## src/rtl/alu_share_arbiter.sv

```systemverilog
// alu_share_arbiter: round-robin sharing of one combinational ALU between the
// main datapath (requester 0) and the branch/address unit (requester 1).
// Each accepted request runs IDLE -> EXEC -> DONE. An illegal op skips EXEC and
// completes with result 0, carry 0 and err 1.
module alu_share_arbiter #(
  parameter int WORD_LENGTH = 32
) (
  input  logic                   clk,
  input  logic                   reset,
  input  logic                   req0,
  input  logic [3:0]             op0,
  input  logic [WORD_LENGTH-1:0] a0,
  input  logic [WORD_LENGTH-1:0] b0,
  output logic                   ack0,
  output logic                   done0,
  output logic [WORD_LENGTH-1:0] result0,
  output logic                   carry0,
  output logic                   err0,
  input  logic                   req1,
  input  logic [3:0]             op1,
  input  logic [WORD_LENGTH-1:0] a1,
  input  logic [WORD_LENGTH-1:0] b1,
  output logic                   ack1,
  output logic                   done1,
  output logic [WORD_LENGTH-1:0] result1,
  output logic                   carry1,
  output logic                   err1,
  output logic [WORD_LENGTH-1:0] alu_dataA,
  output logic [WORD_LENGTH-1:0] alu_dataB,
  output logic [3:0]             alu_control,
  input  logic [WORD_LENGTH-1:0] alu_dataC,
  input  logic                   alu_carry,
  output logic                   busy,
  output logic                   grant_id
);

  typedef enum logic [1:0] {
    ST_IDLE = 2'b00,
    ST_EXEC = 2'b01,
    ST_DONE = 2'b10
  } state_t;

  localparam logic [3:0] OP_IDLE     = 4'b1111;
  localparam logic [3:0] OP_LAST_LEG = 4'b1010;

  state_t                 state_r;
  state_t                 state_next_s;
  logic                   last_grant_r;
  logic                   grant_id_r;
  logic [3:0]             op_r;
  logic [WORD_LENGTH-1:0] a_r;
  logic [WORD_LENGTH-1:0] b_r;
  logic [WORD_LENGTH-1:0] result0_r;
  logic [WORD_LENGTH-1:0] result1_r;
  logic                   carry0_r;
  logic                   carry1_r;
  logic                   err0_r;
  logic                   err1_r;

  logic                   grant_vld_s;
  logic                   grant_sel_s;
  logic [3:0]             sel_op_s;
  logic [WORD_LENGTH-1:0] sel_a_s;
  logic [WORD_LENGTH-1:0] sel_b_s;
  logic                   sel_legal_s;

  // Arbitration in IDLE: a lone requester wins, a tie goes to the one not served last.
  // Held off while reset is asserted so no ack can appear during reset.
  always_comb begin
    grant_vld_s = 1'b0;
    grant_sel_s = 1'b0;
    if ((state_r == ST_IDLE) && reset) begin
      case ({req1, req0})
        2'b01:   begin grant_vld_s = 1'b1; grant_sel_s = 1'b0;          end
        2'b10:   begin grant_vld_s = 1'b1; grant_sel_s = 1'b1;          end
        2'b11:   begin grant_vld_s = 1'b1; grant_sel_s = ~last_grant_r; end
        default: begin grant_vld_s = 1'b0; grant_sel_s = 1'b0;          end
      endcase
    end else begin
      grant_vld_s = 1'b0;
      grant_sel_s = 1'b0;
    end
  end

  // Operand mux for the winning requester, plus the legality check of its op.
  always_comb begin
    sel_op_s = op0;
    sel_a_s  = a0;
    sel_b_s  = b0;
    if (grant_sel_s) begin
      sel_op_s = op1;
      sel_a_s  = a1;
      sel_b_s  = b1;
    end else begin
      sel_op_s = op0;
      sel_a_s  = a0;
      sel_b_s  = b0;
    end
    sel_legal_s = (sel_op_s <= OP_LAST_LEG);
  end

  // State register.
  always_ff @(posedge clk or negedge reset) begin
    if (!reset) begin
      state_r <= ST_IDLE;
    end else begin
      state_r <= state_next_s;
    end
  end

  // Next-state logic: an illegal op skips EXEC and completes straight away.
  always_comb begin
    state_next_s = state_r;
    case (state_r)
      ST_IDLE: begin
        if (grant_vld_s) begin
          if (sel_legal_s) begin
            state_next_s = ST_EXEC;
          end else begin
            state_next_s = ST_DONE;
          end
        end else begin
          state_next_s = ST_IDLE;
        end
      end
      ST_EXEC: state_next_s = ST_DONE;
      ST_DONE: state_next_s = ST_IDLE;
      default: state_next_s = ST_IDLE;
    endcase
  end

  // Outputs decoded from the state: ack/done pulses, busy, and the ALU pins.
  // The ALU sees the latched operands only in EXEC and is idle otherwise.
  always_comb begin
    ack0        = grant_vld_s & ~grant_sel_s;
    ack1        = grant_vld_s & grant_sel_s;
    done0       = (state_r == ST_DONE) & ~grant_id_r;
    done1       = (state_r == ST_DONE) & grant_id_r;
    busy        = (state_r != ST_IDLE);
    alu_dataA   = '0;
    alu_dataB   = '0;
    alu_control = OP_IDLE;
    if (state_r == ST_EXEC) begin
      alu_dataA   = a_r;
      alu_dataB   = b_r;
      alu_control = op_r;
    end else begin
      alu_dataA   = '0;
      alu_dataB   = '0;
      alu_control = OP_IDLE;
    end
  end

  // Transaction registers: operands latched on grant, and the owner's result
  // written on the edge that enters DONE. The other requester's result is kept.
  always_ff @(posedge clk or negedge reset) begin
    if (!reset) begin
      last_grant_r <= 1'b1;
      grant_id_r   <= 1'b0;
      op_r         <= OP_IDLE;
      a_r          <= '0;
      b_r          <= '0;
      result0_r    <= '0;
      result1_r    <= '0;
      carry0_r     <= 1'b0;
      carry1_r     <= 1'b0;
      err0_r       <= 1'b0;
      err1_r       <= 1'b0;
    end else begin
      if (grant_vld_s) begin
        op_r         <= sel_op_s;
        a_r          <= sel_a_s;
        b_r          <= sel_b_s;
        grant_id_r   <= grant_sel_s;
        last_grant_r <= grant_sel_s;
        if (!sel_legal_s) begin
          if (grant_sel_s) begin
            result1_r <= '0;
            carry1_r  <= 1'b0;
            err1_r    <= 1'b1;
          end else begin
            result0_r <= '0;
            carry0_r  <= 1'b0;
            err0_r    <= 1'b1;
          end
        end
      end
      if (state_r == ST_EXEC) begin
        if (grant_id_r) begin
          result1_r <= alu_dataC;
          carry1_r  <= alu_carry;
          err1_r    <= 1'b0;
        end else begin
          result0_r <= alu_dataC;
          carry0_r  <= alu_carry;
          err0_r    <= 1'b0;
        end
      end
    end
  end

  assign result0  = result0_r;
  assign carry0   = carry0_r;
  assign err0     = err0_r;
  assign result1  = result1_r;
  assign carry1   = carry1_r;
  assign err1     = err1_r;
  assign grant_id = grant_id_r;

endmodule

```

## config.mk

```make
export PLATFORM = sky130hd
export DESIGN_NAME = alu_share_arbiter
export DESIGN_NICKNAME = d
export VERILOG_FILES = /design/src/rtl/alu_share_arbiter.sv
export SDC_FILE = /design/constraint.sdc
export NUM_CORES = 1
export LEC_CHECK = 0
export ABC_CLOCK_PERIOD_IN_PS = 2230
export BUFFER_PORTS_ARGS = -buffer_cell sky130_fd_sc_hd__buf_2
export CELL_PAD_IN_SITES_DETAIL_PLACEMENT = 0
export CELL_PAD_IN_SITES_GLOBAL_PLACEMENT = 1
export CORE_ASPECT_RATIO = 0.9
export CORE_MARGIN = 5
export CORE_UTILIZATION = 33
export DETAILED_ROUTE_END_ITERATION = 8
export GPL_TIMING_DRIVEN = 0
export PLACE_DENSITY_LB_ADDON = 0.1
export SLEW_MARGIN = 15
export SYNTH_ARGS = -nofsm -noshare
export SYNTH_HDL_FRONTEND = slang
export SYNTH_SLANG_ARGS = --single-unit
```

## constraint.sdc

```tcl
create_clock -name clk -period 2.23 [get_ports clk]
set_input_delay 0.1115 -clock clk [delete_from_list [all_inputs] [get_ports clk]]
set_output_delay 0.1115 -clock clk [all_outputs]
set_load 0.05 [all_outputs]
```

==> results.yml, run 1 <==
worst_setup_path:
  rr_endpoint: "a_r[9]"
  r2r_start: "state_r[1]"
  path_delay_family: "buffers and inverters"
  cp.depth: 6
  critPathKind: "register to register"
  required_ps: 2580
  crit_path_cell_trace: "nor3b_4 > and3_1 > buf_2 > clkbuf_1 > a222oi_1 > inv_1"
  rr_worst_depth: 6
  cp_num_buf_inv: 3
  critPathSlowestCell: "dfrtp_2"
  arrival_ps: 2450
  r2r_slack_ps: 130
  cp_max_fo: 10
  critPathMaxStageDelay_ps: 450
  worstSetupEndpointType: "register"
  crit_path_start: "state_r[1]"
  endpoint: "a_r[9]"
  start_kind: "register"
min_path:
  hold_class: "primary input to register"
clock_tree:
  cts.path.max_buffers: 2
  cts_root_buf: "clkbuf_16"
  clock_latency_ps: 420
  cts_sinks: 140
  clk_pin_slew_ps: 60
  cts_made_buffers: 17
  cts_tree: "yes"
  cts-htree-levels: 4
routing:
  drt_first_pass_iters: 8
  viasPerCell: 4.80
  drc: 0
  drtIter0Drc: 498
  detail-route-antenna-nets: 0
  drt-total-wl_microns: 24300
  vias: 6728
  wl_per_cell_microns: 17.3
global_route:
  overflow: 0
  grt_pass1_vias: 7110
  grt.total_usage_pct: 22.4
  grt_start_max_net_pins: 50
  antenna_found_initial: 1
  grt_pass1_wl_microns: 38700
placement:
  io_buffers: 314
  post-dp-hpwl_microns: 16600
  placed_cells: 1192
  place_congestion: 0.788
  placed_area_sq_mm: 0.00807
status:
  status: "complete, no violations"
logic_synthesis:
  synth_largest_area_cell: "dfrtp_1"
  synth-seq-cells: 140
  ys_seq_area_share_pct: 57.0
  synth_nets: 805
  syn_inst: 632
  synth_area_leaders: "dfrtp_1, a222oi_1, nand2_1, and2_1, a21oi_1"
  yosysMostFrequentCell: "nand2_1"
  synth.avg_cell_area_sq_um: 9.74
  ys_top_cells_by_count: "nand2_1, dfrtp_1, a21oi_1"
  synth_top_area_share_pct: 54.9
  yosysWarningCount: 0
  synth_cell_types: 29
  synth_flop_cell: "dfrtp_1"
  synth.cell_area_sq_mm: 0.00615
  async_flop_share_pct: 100
  synth_edf_count: 0
sta:
  min_period_ps: 2100
  tightest_slew_ps: 568
  setup_viol: 0
  hold_viol_final: 0
  holdWs_ps: 27.4
  slew_viol_final: 0
  finalClockSkew_ps: 11.4
  rsz0062_at_grt: "false"
  period_share_pct: 94.2
  relSlewSlack_pct: 62.0
  clock.fmax_mhz: 476
finish:
  stdcell_area_sq_mm: 0.0107
  final-instance-count-excl-fill: 1401
  nFillCells: 1665
  seq_area_sq_mm: 0.00351
  drive_gt1_share_pct: 33.9
  area_growth_pct: 73.1
  fin_nets: 1314
  final_util_pct: 58.1
  multiInputGateArea_sq_mm: 0.00219
die:
  rows: 47
  die_area_sq_mm: 0.0215
  die_w_microns: 154
  start_util_pct: 33.5
  ios: 315
  core_sq_mm: 0.0183
  die_h_microns: 140
run:
  drv_cap: 0
power_and_ir_drop:
  ir_worst_vdd_uv: 773
  power.density_mw_per_mm2: 1190
  p_total_uw: 12700
  power_leakage_uw: 0.00563
==> metal layers <==
metal	up-vias	global-route usage (%)	part of all wire, %
met3	36	6.77	6.7
met1	3232	29.0	43
met2	260	36.1	48
li1	3200	-	-
met5	-	0	0
met4	0	7.62	2.5
==> worst register-to-register path: stages, from the launching register on <==
cell      delay, ps
dfrtp_2         450
nor3b_4         310
and3_1          260
buf_2           280
clkbuf_1        450
a222oi_1        210
inv_1            90
==> sequential cells by signal, indices dropped and copies added (netlist names) <==
| name | flops |
|---|---|
| a_r | 32 |
| b_r | 32 |
| result0 | 32 |
| result1 | 32 |
| op_r | 4 |
| state_r | 2 |
| carry0 | 1 |
| carry1 | 1 |
| err0 | 1 |
| err1 | 1 |
| grant_id | 1 |
| last_grant_r | 1 |
==> final cells by class <==
type	instances	area share, %
Tap cell	245	2.88
Buffer	51	2.42
Timing Repair Buffer	490	32.7
Clock inverter	10	1.75
Antenna cell	2	0.0470
Multi-Input combinational cell	374	20.6
Sequential cell	140	33.0
Inverter	67	2.36
Clock buffer	22	4.36
==> power by group <==
group / internal (uW) / switching [uW] / total, uW
clock network: 2050 / 1080 / 3130
registers: 3550 / 530 / 4080
logic: 1590 / 3880 / 5460
==> worst min path at each step <==
stage	startpoint	end	slack, ps	cells after the start
final	req1	last_grant_r	30	3
after global placement	b1[13]	b_r[13]	320	3
after global routing	req1	last_grant_r	20	3
after floorplan	reset	a_r[0]	-180	0
after CTS	op0[2]	op_r[2]	5	3
after detailed placement	reset	a_r[22]	30	1
==> cells in the final DEF (no fill, tap or decap), drive strengths merged, types with 5 or more instances in the layout <==
master | synthesis | final
nand2b | 7 | 7
dlygate4sd3 | 0 | 168
a222oi | 64 | 64
a21oi | 69 | 69
nand2 | 142 | 142
buf | 11 | 325
o21ai | 6 | 6
clkbuf | 40 | 69
inv | 67 | 68
and2 | 65 | 65
bufinv | 0 | 5
dfrtp | 135 | 135
dfstp | 5 | 5
==> stage by stage <==
step	setup slack, ps	setup TNS (ps)
6_report	129	0
4_1_cts	0.770	0
5_1_grt	3.50	0
3_3_place_gp	-2470	-493370
2_1_floorplan	192	0
3_5_place_dp	-654	-69700
==> logic make-up (layout without fill, tap and decap cells) <==
| family | Yosys count | count (layout) | share of synthesized area (%) |
|---|---|---|---|
| AO/OA/AOI/OAI | 144 | 144 | 17.2 |
| buffers and inverters | 118 | 640 | 7.77 |
| flip-flops | 140 | 140 | 57.0 |
| multiplexers | 3 | 3 | 0.488 |
| other | 0 | 2 | 0 |
| AND/OR/NAND/NOR | 227 | 227 | 17.5 |
==> repair_timing <==
item / CTS / global route
hold endpoints to repair: 219 / 0
hold buffers: 171 / 0
pin swaps: 0 / 1
setup endpoints to repair: 171 / 169
resized for setup: 24 / 37
cloned: 1 / 0
buffers inserted: 0 / 3
(Power assumes the default switching activity.)
==> run 2: changes to the inputs <==
Settings changed: CORE_UTILIZATION 33 to 25, SKIP_LAST_GASP set to 1.
==> run 2 against run 1 <==
Against the previous run: register-to-register slack improved by 100 ps; flip-flop and latch count unchanged; count of clock-buffer cells in the layout down 2; cell area increased by 0.28%; global-route usage fell by 4.5 points; via count shrank 2.3%; largest power group unchanged.
==> results.yml, run 2 (synthesis gave the netlist of run 1 again) <==
sta:
  tightest_slew_ps: 571
  hold_viol_final: 0
  min_period_ps: 2080
  clock.fmax_mhz: 480
  setup_tns_ps: 0
  finalClockSkew_ps: 17.5
  period_share_pct: 93.5
  rsz0062_at_grt: "false"
  setup_viol: 0
  slew_viol_final: 0
  relSlewSlack_pct: 61.8
  holdWs_ps: 35.9
worst_setup_path:
  required_ps: 2120
  crit_path_start: "state_r[1]"
  r2r_start: "state_r[1]"
  arrival_ps: 1970
  r2r_slack_ps: 230
  start_kind: "register"
  endpoint: "ack0"
  rr_worst_depth: 5
  worstSetupEndpointType: "output pin"
  cp_max_fo: 10
  critPathKind: "register to output pin"
  rr_endpoint: "result1[22]"
routing:
  drt_first_pass_iters: 6
  viasPerCell: 4.49
  drtIter0Drc: 468
  detail-route-antenna-nets: 0
  drt-total-wl_microns: 25200
  drc: 0
  vias: 6571
  wl_per_cell_microns: 17.2
finish:
  layout_commonest_cell: "buf_2"
  multiInputGateArea_sq_mm: 0.00219
  final_cell_mix: "buf_2, dlygate4sd3_1, nand2_1"
  nFillCells: 2414
  area_growth_pct: 73.6
  drive_gt1_share_pct: 34.4
  fin_nets: 1313
  final_util_pct: 44.0
  seq_area_sq_mm: 0.00351
global_route:
  grt_start_max_net_pins: 55
  antenna_found_initial: 1
  overflow: 0
  grt_pass1_wl_microns: 39900
  grt_pass1_vias: 7056
  grt.total_usage_pct: 17.9
clock_tree:
  cts_tree: "yes"
  clock_latency_ps: 420
  cts_sinks: 140
  cts-htree-levels: 4
  clk_pin_slew_ps: 60
  cts_made_buffers: 17
  cts.path.max_buffers: 2
  cts_root_buf: "clkbuf_16"
min_path:
  hold_class: "primary input to register"
placement:
  io_buffers: 314
  post-dp-hpwl_microns: 17500
  place_congestion: 0.755
run:
  drv_cap: 0
die:
  die_h_microns: 159
  start_util_pct: 25.4
  die_area_sq_mm: 0.0279
  core_sq_mm: 0.0243
  rows: 54
  die_w_microns: 175
  ios: 315
power_and_ir_drop:
  ir_worst_vdd_uv: 668
  power.density_mw_per_mm2: 1160
  power_leakage_uw: 0.00560
  p_total_uw: 12400
status:
  status: "complete, no violations"
==> run 2: worst min-delay path by stage <==
| stage | startpoint | end | slack, ps | cells after the start |
|---|---|---|---|---|
| 2_1_floorplan | reset | a_r[0] | -180 | 0 |
| 3_3_place_gp | b1[10] | b_r[10] | 330 | 3 |
| 3_5_place_dp | reset | a_r[23] | 70 | 1 |
| 4_1_cts | reset | result0[2] | -300 | 2 |
| 5_1_grt | req1 | last_grant_r | 40 | 3 |
| 6_report | req1 | last_grant_r | 40 | 3 |
==> run 2: cell type report <==
class	count	area share (%)
Clock buffer	20	4.27
Buffer	51	2.46
Timing Repair Buffer	489	32.6
Clock inverter	12	1.29
Antenna cell	1	0.0234
Multi-Input combinational cell	374	20.5
Sequential cell	140	32.9
Inverter	67	2.35
Tap cell	308	3.61
==> run 2: metrics by stage <==
step / setup slack [ps] / area [sq um] / instances
floorplan: 192 / 6150 / 632
global placement: -2640 / 8110 / 1254
detailed placement: -767 / 8150 / 1255
CTS: -51.8 / 10600 / 1459
global route: 7.47 / 10700 / 1462
finish: 145 / 10700 / 1462
==> run 2: report_power, final <==
group	leakage, uW	switching [uW]	internal [uW]
clock	0.000275	1160	1720
combinational	0.00357	3890	1590
sequential	0.00176	530	3550
==> run 2: what timing repair did <==
| item | in CTS | in global routing |
|---|---|---|
| hold endpoints to repair | 186 | 42 |
| setup buffers | 2 | 0 |
| hold buffers | 169 | 2 |
| resized for setup | 22 | 47 |
| pin swaps | 1 | 1 |
| cloned | 1 | 0 |
| setup endpoints to repair | 201 | 123 |
==> run 2: metal layers <==
metal | GRT usage, % | wire length (microns) | vias to the layer above
li1 | - | - | 3190
met1 | 24.0 | 11200 | 3118
met2 | 28.9 | 11800 | 242
met3 | 5.09 | 1750 | 21
met4 | 4.14 | 376 | 0
met5 | 0 | 0 | -
==> run 2: critical path: stages, from the launching register on <==
cell	delay, ps
dfrtp_1	460
nor3b_4	310
and3_1	270
buf_2	250
clkbuf_4	280
